===== config.mk =====
export PLATFORM = sky130hd
export DESIGN_NAME = des_key_sched_dir
export DESIGN_NICKNAME = d
export VERILOG_FILES = /design/src/rtl/des_pkg.sv /design/src/rtl/des_pc2.sv /design/src/rtl/des_key_sched_dir.sv
export SDC_FILE = /design/constraint.sdc
export NUM_CORES = 1
export LEC_CHECK = 0
export ABC_AREA = 1
export BUFFER_PORTS_ARGS = -buffer_cell sky130_fd_sc_hd__buf_2
export CAP_MARGIN = 20
export CORE_MARGIN = 1.5
export CORE_UTILIZATION = 57
export CTS_BUF_LIST = sky130_fd_sc_hd__clkbuf_4 sky130_fd_sc_hd__clkbuf_8 sky130_fd_sc_hd__clkbuf_16
export CTS_CLUSTER_SIZE = 28
export DETAILED_ROUTE_END_ITERATION = 10
export PLACE_DENSITY = 0.83
export SKIP_CTS_REPAIR_TIMING = 1
export SLEW_MARGIN = 15
export SYNTH_ARGS = -nofsm -noshare
export SYNTH_HDL_FRONTEND = slang
export SYNTH_SLANG_ARGS = --single-unit

===== constraint.sdc =====
create_clock -name clk -period 3.6 [get_ports clk]
set_clock_uncertainty 0.05 [all_clocks]
set_input_delay 0.54 -clock clk [delete_from_list [all_inputs] [get_ports clk]]
set_output_delay 0.54 -clock clk [all_outputs]
set_load 0.02 [all_outputs]

===== src/rtl/des_pkg.sv =====
// -----------------------------------------------------------------------------
// des_pkg
// Shared DES key-schedule definitions: width constants, the PC1 and PC2
// selection tables (FIPS 1-based bit numbers, bit 1 = MSB), the per-round
// left-shift schedule, the scheduler state enum and helper functions for
// PC1 selection, round-shift lookup and 28-bit rotation in both directions.
// -----------------------------------------------------------------------------
package des_pkg;

    localparam int KEY_W    = 64;
    localparam int CD_W     = 28;
    localparam int SUBKEY_W = 48;

    typedef enum logic {
        IDLE = 1'b0,
        EMIT = 1'b1
    } state_t;

    // PC1: 64-bit key -> 56-bit C||D, parity bits (8,16,..,64) never selected
    localparam int PC1 [56] = '{
        57, 49, 41, 33, 25, 17,  9,
         1, 58, 50, 42, 34, 26, 18,
        10,  2, 59, 51, 43, 35, 27,
        19, 11,  3, 60, 52, 44, 36,
        63, 55, 47, 39, 31, 23, 15,
         7, 62, 54, 46, 38, 30, 22,
        14,  6, 61, 53, 45, 37, 29,
        21, 13,  5, 28, 20, 12,  4
    };

    // PC2: 56-bit C||D -> 48-bit round subkey
    localparam int PC2 [48] = '{
        14, 17, 11, 24,  1,  5,
         3, 28, 15,  6, 21, 10,
        23, 19, 12,  4, 26,  8,
        16,  7, 27, 20, 13,  2,
        41, 52, 31, 37, 47, 55,
        30, 40, 51, 45, 33, 48,
        44, 49, 39, 56, 34, 53,
        46, 42, 50, 36, 29, 32
    };

    // Left-shift amount applied to reach round n (entry n-1)
    localparam logic [1:0] SHIFTS [16] = '{
        2'd1, 2'd1, 2'd2, 2'd2, 2'd2, 2'd2, 2'd2, 2'd2,
        2'd1, 2'd2, 2'd2, 2'd2, 2'd2, 2'd2, 2'd2, 2'd1
    };

    // Bits are appended MSB-first so FIPS bit 1 lands in bit 55.
    function automatic logic [2*CD_W-1:0] pc1(input logic [KEY_W-1:0] k);
        logic [2*CD_W-1:0] r;
        r = '0;
        for (int i = 0; i < 56; i++) begin
            r = {r[2*CD_W-2:0], k[6'(KEY_W - PC1[i])]};
        end
        return r;
    endfunction

    // Shift amount for a round number in 1..16.
    function automatic logic [1:0] shift_at(input logic [4:0] rnd);
        return SHIFTS[4'(rnd - 5'd1)];
    endfunction

    function automatic logic [CD_W-1:0] rotl28(input logic [CD_W-1:0] x, input logic [1:0] n);
        logic [CD_W-1:0] r;
        case (n)
            2'd1:    r = {x[CD_W-2:0], x[CD_W-1]};
            2'd2:    r = {x[CD_W-3:0], x[CD_W-1:CD_W-2]};
            default: r = x;
        endcase
        return r;
    endfunction

    function automatic logic [CD_W-1:0] rotr28(input logic [CD_W-1:0] x, input logic [1:0] n);
        logic [CD_W-1:0] r;
        case (n)
            2'd1:    r = {x[0], x[CD_W-1:1]};
            2'd2:    r = {x[1:0], x[CD_W-1:2]};
            default: r = x;
        endcase
        return r;
    endfunction

endpackage


===== src/rtl/des_pc2.sv =====
// -----------------------------------------------------------------------------
// des_pc2
// Purely combinational PC2 selection of the 48-bit round subkey from C||D.
// Ports:
//   i_cd      [55:0] C||D, FIPS bit 1 = i_cd[55]
//   o_subkey  [47:0] subkey, FIPS bit 1 = o_subkey[47]
// -----------------------------------------------------------------------------
module des_pc2
    import des_pkg::*;
(
    input  logic [2*CD_W-1:0]   i_cd,
    output logic [SUBKEY_W-1:0] o_subkey
);

    // Select 48 bits of C||D in PC2 order, first-selected bit ends up as MSB
    always_comb begin
        o_subkey = '0;
        for (int i = 0; i < SUBKEY_W; i++) begin
            o_subkey = {o_subkey[SUBKEY_W-2:0], i_cd[6'(2*CD_W - PC2[i])]};
        end
    end

endmodule


===== src/rtl/des_key_sched_dir.sv =====
// -----------------------------------------------------------------------------
// des_key_sched_dir
// DES key scheduler emitting the 16 round subkeys in encrypt (K1..K16) or
// decrypt (K16..K1) order over a valid/ready handshake.
// Ports:
//   clk, reset          clock, synchronous active-high reset
//   key_valid, key      64-bit key (parity bits ignored) offered this cycle
//   decrypt             1 = K16 down to K1, 0 = K1 up to K16 (sampled with key)
//   key_ready           idle, a key is accepted
//   subkey_valid        subkey/subkey_round valid
//   subkey              48-bit PC2(C,D)
//   subkey_round        round index modulo 16 (0 means round 16)
//   subkey_ready        consumer takes the subkey this cycle
//   done                one-cycle pulse after the 16th subkey is taken
// -----------------------------------------------------------------------------
module des_key_sched_dir
    import des_pkg::*;
(
    input  logic                clk,
    input  logic                reset,
    input  logic                key_valid,
    input  logic [KEY_W-1:0]    key,
    input  logic                decrypt,
    output logic                key_ready,
    output logic                subkey_valid,
    output logic [SUBKEY_W-1:0] subkey,
    output logic [3:0]          subkey_round,
    input  logic                subkey_ready,
    output logic                done
);

    state_t          r_state, w_state_nxt;
    logic [CD_W-1:0] r_c, r_d, w_c_nxt, w_d_nxt;
    logic [4:0]      r_round, w_round_nxt;
    logic            r_decrypt, w_decrypt_nxt;
    logic            r_done, w_done_nxt;
    logic [2*CD_W-1:0] w_pc1;
    logic            w_last;

    // Status outputs decoded straight from the state register
    always_comb begin
        key_ready    = (r_state == IDLE);
        subkey_valid = (r_state == EMIT);
        subkey_round = r_round[3:0];
        done         = r_done;
    end

    // Next-state, C/D rotation and round counter update
    always_comb begin
        w_state_nxt   = r_state;
        w_c_nxt       = r_c;
        w_d_nxt       = r_d;
        w_round_nxt   = r_round;
        w_decrypt_nxt = r_decrypt;
        w_done_nxt    = 1'b0;
        w_pc1         = pc1(key);
        w_last        = r_decrypt ? (r_round == 5'd1) : (r_round == 5'd16);

        case (r_state)
            IDLE: begin
                if (key_valid) begin
                    w_state_nxt   = EMIT;
                    w_decrypt_nxt = decrypt;
                    if (decrypt) begin
                        // C16/D16 equal C0/D0 since the shifts sum to 28
                        w_c_nxt     = w_pc1[2*CD_W-1:CD_W];
                        w_d_nxt     = w_pc1[CD_W-1:0];
                        w_round_nxt = 5'd16;
                    end else begin
                        // Pre-rotate so the first subkey is K1 with no extra cycle
                        w_c_nxt     = rotl28(w_pc1[2*CD_W-1:CD_W], 2'd1);
                        w_d_nxt     = rotl28(w_pc1[CD_W-1:0], 2'd1);
                        w_round_nxt = 5'd1;
                    end
                end else begin
                    w_state_nxt = IDLE;
                end
            end
            EMIT: begin
                if (subkey_ready) begin
                    if (w_last) begin
                        w_state_nxt = IDLE;
                        w_done_nxt  = 1'b1;
                    end else if (r_decrypt) begin
                        // Undo the shift that produced the current round
                        w_c_nxt     = rotr28(r_c, shift_at(r_round));
                        w_d_nxt     = rotr28(r_d, shift_at(r_round));
                        w_round_nxt = r_round - 5'd1;
                    end else begin
                        w_c_nxt     = rotl28(r_c, shift_at(r_round + 5'd1));
                        w_d_nxt     = rotl28(r_d, shift_at(r_round + 5'd1));
                        w_round_nxt = r_round + 5'd1;
                    end
                end else begin
                    w_state_nxt = EMIT;
                end
            end
            default: begin
                w_state_nxt = IDLE;
            end
        endcase
    end

    // State and datapath registers, reset has priority over any handshake
    always_ff @(posedge clk) begin
        if (reset) begin
            r_state   <= IDLE;
            r_c       <= '0;
            r_d       <= '0;
            r_round   <= 5'd0;
            r_decrypt <= 1'b0;
            r_done    <= 1'b0;
        end else begin
            r_state   <= w_state_nxt;
            r_c       <= w_c_nxt;
            r_d       <= w_d_nxt;
            r_round   <= w_round_nxt;
            r_decrypt <= w_decrypt_nxt;
            r_done    <= w_done_nxt;
        end
    end

    des_pc2 u_pc2 (
        .i_cd     ({r_c, r_d}),
        .o_subkey (subkey)
    );

endmodule

# Yosys cells after proc, flatten, opt, wreduce, memory -nomap -nowiden

Memory sizes are Yosys's and may differ from the RTL's.
Index checks and enable logic that the tools add are counted.

Bits in registers: 64
Bits in latches: 0
Bits in writable memories: 0
Bits in read-only memories: 64
Word-level logic and storage cells: 64
Memories kept: 2

Memories:

| memory          | words | width | read ports | clocked after Yosys merged registers in | write ports | line          | RTL |
|---|---|---|---|---|---|---|---|
| (no name shown) | 16    | 2     | 1          | 0                                       | 0           | des_pkg.sv:61 | `return SHIFTS[4'(rnd - 5'd1)];` |
| (no name shown) | 16    | 2     | 1          | 0                                       | 0           | des_pkg.sv:61 |  |

$add $sub $neg: 3
$mul: 0
Divide/modulo/power cells: 0
Order comparisons: 2
Eq/ne operators: 11
Shifts and indexed selects: 0
Mux-type cells: 32
Bitwise gates (word level): 4
Reduce and logical (&&, ||, !) cells: 4

Operators by type and width:

| kind                                                                | number |
|---|---|
| 28-bit one-hot mux with 2 select lines                              | 6 |
| 28-bit two-way mux                                                  | 10 |
| 5-bit two-way mux                                                   | 5 |
| 5-bit >= comparator (second input constant)                         | 2 |
| 4-bit NOT with 5-bit output                                         | 2 |
| 5-bit one-hot mux with 2 select lines                               | 1 |
| 2-bit two-way mux                                                   | 4 |
| 2-bit != test (second input constant)                               | 3 |
| 5-bit by 1-bit adder with 5-bit output (second input constant)      | 1 |
| 5-bit by 1-bit == test with 1-bit output (second input constant)    | 1 |
| 5-bit == test (second input constant)                               | 1 |
| 1-bit two-way mux                                                   | 5 |
| 5-bit AND reduction                                                 | 1 |
| 5-bit by 1-bit subtractor with 5-bit output (second input constant) | 1 |
| 2-bit by 1-bit == test with 1-bit output (second input constant)    | 2 |
| 2-bit == test (second input constant)                               | 2 |
| 4-bit by 1-bit != test with 1-bit output (second input constant)    | 1 |
| 4-bit by 2-bit != test with 1-bit output (second input constant)    | 1 |
| 4-bit by 1-bit subtractor with 4-bit output (second input constant) | 1 |
| 3-bit AND reduction                                                 | 1 |
| 3-bit OR reduction                                                  | 1 |
| 1-bit NOT                                                           | 2 |
| 1-bit one-hot mux with 2 select lines                               | 1 |
| 2-bit AND reduction                                                 | 1 |

# Depth between registers and ports, before layout

Gate-level depths: netlist (run 1).

Depth after elaboration: 12
Gate-level depth with buffers: 21

# Cells and area by module

From an unflattened synthesis (run 1), not the netlist that was laid out.

Cells, all modules: 1,134
Area total of the unflattened synthesis: 6,034.5 um^2

Modules (own cells, without submodules):

| module            | instances | cells each | area an instance (um^2) | sequential area each (um^2) |
|---|---|---|---|---|
| des_key_sched_dir | 1         | 1,085      | 5,670.4                 | 1,281.2 |
| des_pc2           | 1         | 49         | 364.1                   | 0.0 |

# Worst setup path after synthesis (run 1)

Ideal clock, no wire load.

Path type: register to register
Start point: register r_round[0]
End point: register r_c[9]
Arrival: 2,628 ps
Path slack: 807 ps
Cell stages (with the launch flop): 21
Buffers on the path: 3
Clock period less this slack: 2,793 ps
Cell sequence: dfxtp_1 > inv_1 > ha_1 > nor2_1 > nand2_1 > nand2_1 > nand2_1 > nand2_1 > o21ai_0 > ha_1 > buf_2 > inv_1 > buf_2 > buf_2 > nand2_1 > nand3_1 > nand2_1 > nor2_1 > nand3_1 > nand2_1 > nor2_1

Longest elaborated chain between the ends: 12

Ends and longest elaborated chain:

| item                                                                             | line                     | RTL |
|---|---|---|
| start, declared                                                                  | des_key_sched_dir.sv:34  | `logic [4:0] r_round, w_round_nxt;` |
| start signal, assigned                                                           | des_key_sched_dir.sv:117 | `r_round <= w_round_nxt;` |
| 5-bit by 1-bit adder with 5-bit output                                           | -                        |  |
| 4-bit by 1-bit subtractor with 4-bit output                                      | des_pkg.sv:61            |  |
| 4-bit NOT with 5-bit output (not written as such)                                | des_pkg.sv:61            |  |
| memory 16 x 2 bit                                                                | -                        |  |
| 2-bit two-way mux (2 in series)                                                  | -                        |  |
| 2-bit == test / 2-bit by 1-bit == test with 1-bit output (equally long branches) | des_pkg.sv:66            | `case (n)` |
| 28-bit one-hot mux with 2 select lines                                           | des_pkg.sv:66            |  |
| 28-bit two-way mux                                                               | des_key_sched_dir.sv:84  | `end else if (r_decrypt) begin` |
| 28-bit two-way mux                                                               | des_key_sched_dir.sv:81  | `if (w_last) begin` |
| 28-bit two-way mux                                                               | des_key_sched_dir.sv:80  | `if (subkey_ready) begin` |
| 28-bit one-hot mux with 2 select lines                                           | des_key_sched_dir.sv:59  | `case (r_state)` |
| end signal, assigned                                                             | des_key_sched_dir.sv:115 | `r_c <= w_c_nxt;` |
| end, declared                                                                    | des_key_sched_dir.sv:33  | `logic [CD_W-1:0] r_c, r_d, w_c_nxt, w_d_nxt;` |

Parallel ways exist; a longest one is shown, timed or not. The select of a mux whose other input is x is not followed.
A chain may end at the register's enable or synchronous reset.

# Worst setup path in the final report (run 1)

Start point: register r_round[0]
End point: register r_c[19]

Same word-level chain as after synthesis.

==> impl_metrics.csv, run 1 <==
group,metric,value,unit
clock_network,clkTransAtPathRegs,70,ps
setup_path,setup.worst_path.end_class,"flop",
detailed_routing,antenna_left,0,
power_and_ir_drop,ir_drop,0.317,mV
finish,fin_util,61.1,%
setup_path,start_kind,"flop",
floorplanning,io-pin-count,124,
detailed_routing,post_drt_via_cell_ratio,5.26,
clock_network,root_buffer,"clkbuf_8",
timing,rsz0062_at_grt,"false",
timing,drv_slew,0,
timing,relSlewSlack,45.8,%
finish,regArea,1280,um2
global_routing,grt_pass1_wl,25300,um
finish,postLayoutCellArea,6280,um2
run,drv_cap,0,
finish,mostFrequentLayoutCells,"nand2_1, nor2_1, nand3_1",
place,placement.cell_area,6070,um2
global_routing,antenna_found_initial,0,
hold_path,min_path_type,"in -> reg",
global_routing,grt_max_degree,83,
synth,ys.flop_type,"dfxtp_1",
detailed_routing,wl,15000,um
synth,synth_edf_count,0,
synth,netlist_area,6030,um2
detailed_routing,drt-pass1-iter-count,5,
timing,tightestPinTransition,810,ps
detailed_routing,wire_per_inst,11.9,um
synth,synthArstFlopShare,0,%
detailed_routing,vias,6643,
floorplanning,start_util,58.7,%
synth,synth_cell_types,27,
synth,ys_ff_latch,64,
finish,multi_input_area,3690,um2
synth,synthCells,1135,
timing,period_minus_slack,3100,ps
floorplanning,core.rowCount,37,
clock_network,clk_latency,370,ps
setup_path,crit_path_max_fanout,33,
synth,ys_warn_count,0,
global_routing,grt_use_total,27.2,%
timing,fmax,323,MHz
finish,nets,1200,
finish,layout_commonest_cell,"nand2_1",
place,gp_congestion,0.845,
outcome,status,"finished, final reports clean",
floorplanning,die-width,106,um
timing,whs,326,ps
clock_network,cts_tree,"built",
finish,num_antenna_cells,0,
clock_network,clock_sinks,64,
synth,syn-mean-instance-area,5.31,um2
synth,ys_seq_area_share,21.2,%
global_routing,first_global_vias,5664,
finish,drive_above_1_share,9.67,%
timing,setup_viol_count_final,0,
floorplanning,dieArea,11200,um2
timing,fin_crit_sh,86.1,%
setup_path,required,3810,ps
place,portBuffers,66,
clock_network,htree_levels,3,
detailed_routing,drc,0,
power_and_ir_drop,power_leakage,3.50,nW
setup_path,critPathKind,"reg -> reg",
clock_network,cts_max_path_buffers,2,
floorplanning,die_h,106,um
place,hpwl,9790,um
global_routing,grt-ovfl-total,0,
power_and_ir_drop,powerDensity,527,nW/um2
detailed_routing,drtIter0Drc,417,
floorplanning,core,10300,um2
finish,fill_cells,1092,
timing,tns,0,ps
finish,synthToLayoutAreaGrowth,4.09,%
setup_path,cp.arrival,3300,ps
clock_network,cts_made_buffers,9,
timing,final-hold-violation-count,0,
-- path summary, 6_finish.rpt --
check,startpoint,end,slack [ps],cells past startpoint
setup reg to reg,r_round[0],r_c[19],500,18
hold reg to reg,r_c[17],r_c[17],450,2
hold / removal,reset,r_round[1],330,2
setup / recovery,r_round[0],r_c[19],500,18
-- metrics by stage --
stage	std cells	total power, mW	setup slack (ps)
final	1263	3.31	502
after global routing	1263	3.59	214
after CTS	1263	3.29	530
after detailed placement	1247	2.64	544
after global placement	1247	2.59	671
after floorplan	1155	2.36	807
-- cells in the mapped netlist (2+ instances only) --
master    count  share of area [%]
nand3_1     123                 10
o211ai_1     23                2.9
a21oi_1      59                4.9
nor3_1       23                1.9
o21ai_1       3               0.25
o21ai_0       3               0.25
buf_2        34                2.8
xor2_1        2               0.29
inv_2         4               0.25
buf_4        57                7.1
dfxtp_1      64                 21
nand4_1       2               0.21
inv_1       101                6.3
clkbuf_1     35                2.2
nand2_1     398                 25
nor2_1      185                 12
ha_1          9                1.9
-- cell families (layout without fill, tap and decap cells) --
kind of cell	count (synthesis)	count (layout)	synth area share, %
other	1	21	0.0622
adders and majority gates	9	9	1.87
DFF	64	64	21.2
and+or+nand+nor	734	734	48.9
AOI/OAI and AO/OA	90	90	8.49
buffers and inverters	234	206	19.0
xor gates and xnor gates	3	3	0.436
-- metal layers --
layer,global-route usage (%),share of wire [%],vias up
li1,-,-,3412
met1,33.7,43,2962
met2,48.1,49,240
met3,3.40,6.1,29
met4,9.94,1.9,0
met5,0,0,-
-- critical path, cell delays in order (launching register included) --
cell and delay, ps:
dfxtp_1 500, inv_1 190, ha_1 390, nor2_1 210, nand2_1 80, nand2_1 90
nand2_1 80, nand2_1 60, o21ai_0 140, ha_1 260, inv_2 70, buf_4 310
nand2_1 90, nand3_1 80, nand2_1 70, nor2_1 100, nand3_1 90, nand2_1 80
nor2_1 40
-- power breakdown --
group / switching (mW) / internal [mW] / total (mW)
Sequential: 0.129 / 0.826 / 0.954
Clock: 0.305 / 0.355 / 0.660
Combinational: 1.12 / 0.576 / 1.69
Total: 1.55 / 1.76 / 3.31
-- final cells by class --
class	instances	area share (%)
timing repair buffer	83	8.29
clock inverter	5	0.877
tap	136	2.71
sequential	64	20.4
inverter	107	6.42
multi-input combinational	857	58.9
clock buffer	11	2.41
-- registers in the layout (all words and copies together) (netlist names) --
| register | flops |
|---|---|
| subkey_valid | 1 |
| r_c | 28 |
| r_round | 5 |
| done | 1 |
| r_decrypt | 1 |
| r_d | 28 |
Note: power is estimated with default switching activity, not from simulation.
==> run 2: changes to the inputs <==
==> constraint.sdc (replaced) <==
create_clock -name clk -period 3.6 [get_ports clk]
set_clock_uncertainty 0.05 [all_clocks]
set_input_delay 0.72 -clock clk [delete_from_list [all_inputs] [get_ports clk]]
set_output_delay 0.72 -clock clk [all_outputs]
set_load 0.02 [all_outputs]
==> run 2 against run 1 <==
Worst setup slack improved by 9.0 ps. Largest power group unchanged. Utilization about the same. Sequential cell count unchanged. Routed wire length decreased by 1.3%. Combinational power about the same. Sequential share of layout area about the same. Power decreased by 1.4%. Die area unchanged. Count of clock-buffer cells in the layout increased by 3. Critical endpoint is now r_c[1]. First-iteration DRC count increased by 6.2%. Via count decreased by 0.87%. Hold slack improved by 110 ps.
==> impl_metrics.csv, run 2 (synthesis gave the netlist of run 1 again) <==
group,metric,value,unit
timing,period_minus_slack,3090,ps
place,placed_cells,1248,
floorplanning,start_util,58.7,%
timing,relSlewSlack,47.1,%
setup_path,critPathKind,"reg -> reg",
setup_path,r2r_cells,17,
timing,fin_crit_sh,85.8,%
power_and_ir_drop,powerDensity,520,nW/um2
hold_path,min_from,"r_c[9]",
detailed_routing,wl_met3,1040,um
power_and_ir_drop,ir_drop,0.238,mV
floorplanning,dieArea,11200,um2
timing,final-hold-violation-count,0,
place,place_ws,433,ps
finish,stdcell_count,1264,
detailed_routing,wire_per_inst,11.7,um
timing,tns,0,ps
finish,mostFrequentLayoutCells,"nand2_1, nor2_1, nand3_1",
place,placement.cell_area,6080,um2
timing,fin_ws,511,ps
finish,layout_commonest_cell,"nand2_1",
floorplanning,io-pin-count,124,
clock_network,htree_levels,3,
setup_path,worstReg2RegStart,"r_round[0]",
hold_path,min_path_type,"reg -> reg",
clock_network,clock_sinks,64,
finish,postLayoutCellArea,6270,um2
setup_path,crit_path_max_fanout,12,
clock_network,clk_latency,350,ps
detailed_routing,vias,6585,
floorplanning,die-width,106,um
clock_network,cts_tree,"built",
run,drv_cap,0,
finish,synthToLayoutAreaGrowth,4.05,%
clock_network,cts_max_path_buffers,2,
detailed_routing,wl,14800,um
global_routing,grt_max_degree,79,
finish,fin_util,61.0,%
setup_path,setup.worst_path.end_class,"flop",
detailed_routing,drtIter0Drc,443,
detailed_routing,met2WireLength,6830,um
detailed_routing,drc,0,
timing,rsz0062_at_grt,"false",
clock_network,cts_made_buffers,9,
place,gp_congestion,0.859,
outcome,status,"finished, final reports clean",
floorplanning,die_h,106,um
finish,reg_top3,"r_c (28), r_d (28), r_round (5)",
floorplanning,core.rowCount,37,
global_routing,first_global_vias,5593,
detailed_routing,post_drt_via_cell_ratio,5.21,
timing,fmax,324,MHz
finish,nets,1201,
timing,setup_viol_count_final,0,
hold_path,hold_path_depth,2,
clock_network,root_buffer,"clkbuf_8",
timing,whs,440,ps
timing,drv_slew,0,
setup_path,startpoint,"r_round[0]",
power_and_ir_drop,totalPowerFinal,3.26,mW
setup_path,required,3790,ps
detailed_routing,top_layer,"met4",
global_routing,grt_use_total,27.1,%
global_routing,grt-ovfl-total,0,
global_routing,grt_pass1_wl,25100,um
setup_path,start_kind,"flop",
detailed_routing,drt-pass1-iter-count,5,
finish,num_antenna_cells,0,
place,hpwl,9660,um
clock_network,clkTransAtPathRegs,70,ps
finish,drive_above_1_share,9.84,%
floorplanning,core,10300,um2
detailed_routing,wl_met1,6530,um
global_routing,antenna_found_initial,0,
timing,tightestPinTransition,793,ps
place,portBuffers,66,
power_and_ir_drop,power_leakage,3.51,nW
setup_path,cp.arrival,3280,ps
detailed_routing,antenna_left,0,
-- run 2: changes by cell type in the layout (fill, tap and decap cells not counted) --
| cell | before | now |
|---|---|---|
| buf_4 | 12 | 13 |
| bufinv_16 | 1 | 0 |
| clkbuf_4 | 0 | 2 |
| clkbuf_8 | 11 | 12 |
| clkinv_1 | 1 | 0 |
| clkinv_2 | 3 | 2 |
-- run 2: worst paths after layout --
path                 end  slack, ps
hold reg to reg   r_c[9]        440
setup / recovery  r_c[1]        510
hold / removal    r_c[9]        440
setup reg to reg  r_c[1]        510
-- run 2: power breakdown --
group | switching [mW] | internal [mW]
combinational | 1.11 | 0.574
clock | 0.298 | 0.322
sequential | 0.128 | 0.826
-- run 2: routing by layer --
layer	global-route usage, %	vias up
li1	-	3418
met1	34.7	2877
met2	44.8	254
met3	3.34	36
met4	13.3	0
met5	0	-
-- run 2: final cells by class --
cell class / instances / area, um2
clock buffer: 14 / 180
fill: 1089 / 4000
clock inverter: 2 / 12.5
multi-input combinational: 857 / 3690
sequential: 64 / 1280
tap: 136 / 170
timing repair buffer: 84 / 528
inverter: 107 / 407
-- run 2: worst max-delay path, cell delays in order (launching register included) --
cell and delay [ps]:
dfxtp_1 500, inv_1 180, ha_1 270, inv_1 60, nor2_1 50, nor2_1 210
inv_1 80, o21ai_0 150, o21a_1 140, ha_2 230, clkinvlp_4 280, buf_4 280
nor2_1 100, nor3_1 50, nor2_1 130, nand3_1 80, nand2_1 90, nor2_1 50
==> run 3: changes to the inputs <==
Settings changed: CORE_MARGIN 1.5 to unset.
==> run 3 against run 2 <==
Hold slack lost 4.8 ps. Utilization shrank 0.19 points. Sequential power hardly changed. Count of clock-buffer cells in the layout decreased by 2. Worst setup slack better by 33 ps. Critical path depth down 1. Clock power up 3%. Routed wire length is 0.55% higher. Via count up 0.77%. Combinational power about the same. Power is 0.16% higher. Largest power group unchanged.
==> impl_metrics.csv, run 3 (synthesis gave the netlist of run 1 again) <==
group,metric,value,unit
clock_network,cts_max_path_buffers,2,
detailed_routing,wl_met1,6540,um
floorplanning,core,10300,um2
setup_path,startpoint,"r_round[1]",
place,gp_congestion,0.834,
setup_path,path_cells,"inv_1 -> ha_1 -> nor2_1 -> nand2_1 -> nand2_1 -> nand2_1 -> o21ai_0 -> ha_1 -> buf_4 -> nand2_1 -> nand3_1 -> nand2_1 -> inv_1 -> nand3_1 -> nand2_1 -> nor2_1",
setup_path,worstReg2RegStart,"r_round[1]",
timing,fin_crit_sh,84.9,%
detailed_routing,drtIter0Drc,524,
detailed_routing,post_drt_via_cell_ratio,5.26,
floorplanning,start_util,58.7,%
clock_network,htree_levels,3,
setup_path,crit_path_max_fanout,42,
global_routing,grt_pass1_wl,25100,um
timing,final-hold-violation-count,0,
global_routing,grt_use_total,27.7,%
setup_path,cp.arrival,3250,ps
clock_network,clk_latency,360,ps
floorplanning,core.rowCount,37,
timing,fmax,327,MHz
timing,tightestPinTransition,843,ps
finish,synthToLayoutAreaGrowth,3.71,%
setup_path,critPathKind,"reg -> reg",
global_routing,first_global_vias,5583,
detailed_routing,wl,14900,um
floorplanning,io-pin-count,124,
detailed_routing,met2WireLength,7000,um
finish,drive_above_1_share,9.59,%
finish,mostFrequentLayoutCells,"nand2_1, nor2_1, nand3_1",
timing,rsz0062_at_grt,"false",
setup_path,start_kind,"flop",
clock_network,cts_tree,"built",
setup_path,cp.depth,16,
floorplanning,die_h,105,um
finish,layout_commonest_cell,"nand2_1",
global_routing,antenna_found_initial,0,
global_routing,grt-ovfl-total,0,
place,portBuffers,66,
place,placed_cells,1246,
finish,reg_top3,"r_c (28), r_d (28), r_round (5)",
clock_network,cts_made_buffers,9,
timing,relSlewSlack,43.7,%
setup_path,setup.worst_path.end_class,"flop",
timing,tns,0,ps
setup_path,required,3790,ps
detailed_routing,drc,0,
clock_network,clock_sinks,64,
detailed_routing,wire_per_inst,11.8,um
run,drv_cap,0,
floorplanning,dieArea,11000,um2
detailed_routing,vias,6636,
detailed_routing,antenna_left,0,
setup_path,slowest_delay,440,ps
setup_path,reg2reg_slack,540,ps
setup_path,path_common_cell,"nand2_1",
timing,period_minus_slack,3060,ps
setup_path,crit_family,"simple AND/OR/NAND/NOR gates",
floorplanning,die-width,105,um
setup_path,endpoint,"r_c[23]",
setup_path,r2r-end,"r_c[23]",
finish,nets,1199,
global_routing,grt_max_degree,75,
place,hpwl,9550,um
setup_path,r2r_cells,16,
power_and_ir_drop,power_leakage,3.50,nW
detailed_routing,wl_met3,1020,um
clock_network,clkTransAtPathRegs,60,ps
power_and_ir_drop,ir_drop,0.302,mV
finish,stdcell_count,1262,
finish,num_antenna_cells,0,
clock_network,root_buffer,"clkbuf_8",
timing,setup_viol_count_final,0,
detailed_routing,drt-pass1-iter-count,5,
hold_path,min_path_type,"reg -> reg",
power_and_ir_drop,powerDensity,522,nW/um2
setup_path,crit_slowest_cell,"buf_4",
outcome,status,"finished, final reports clean",
detailed_routing,top_layer,"met4",
timing,drv_slew,0,
setup_path,critPathBufInv,3,
run 3: layer usage:
metal	vias to the layer above	GRT usage, %
met1	2943	34.2
li1	3417	-
met4	0	10.4
met2	254	48.5
met5	-	0
met3	22	3.93
run 3: final cells by class:
type | count | area, um2
clock inverters | 4 | 45.0
flip-flops and latches | 64 | 1280
multi-input cells | 857 | 3690
repair buffers | 82 | 513
clock buffers | 12 | 146
well taps | 136 | 170
inverters | 107 | 403
fillers | 1057 | 4020
run 3: per-stage QoR:
| step | hold slack (ps) | area (um2) | utilization, % | setup WS [ps] | power, mW |
|---|---|---|---|---|---|
| 4_1_cts | 440 | 6250 | 60.8 | 573 | 3.26 |
| 5_1_grt | 470 | 6250 | 60.8 | 288 | 3.56 |
| 6_report | 436 | 6250 | 60.8 | 544 | 3.27 |
| 3_3_place_gp | 413 | 6060 | 59.0 | 705 | 2.58 |
| 3_5_place_dp | 423 | 6060 | 59.0 | 610 | 2.62 |
| 2_1_floorplan | 402 | 6100 | - | 807 | 2.36 |
run 3: worst min-delay path by stage:
| stage | startpoint | to | slack [ps] | cells after the start |
|---|---|---|---|---|
| 2_1_floorplan | r_c[17] | r_c[17] | 400 | 2 |
| 3_3_place_gp | r_c[17] | r_c[17] | 410 | 2 |
| 3_5_place_dp | r_c[17] | r_c[17] | 420 | 2 |
| 4_1_cts | r_c[17] | r_c[17] | 440 | 2 |
| 5_1_grt | r_c[17] | r_c[17] | 470 | 2 |
| 6_report | r_c[17] | r_c[17] | 440 | 2 |
run 3: power breakdown:
part	switching [mW]	internal, mW
clock	0.297	0.340
sequential	0.125	0.826
combinational	1.11	0.565
total	1.54	1.73
run 3: worst reg2reg max path, delay by kind of cell, from the launching register on:
kind            cells  cell delay (ps)
fa+ha+maj           2              600
buf+inv             3              660
simple gates       10             1000
compound gates      1              230
flops               1              430
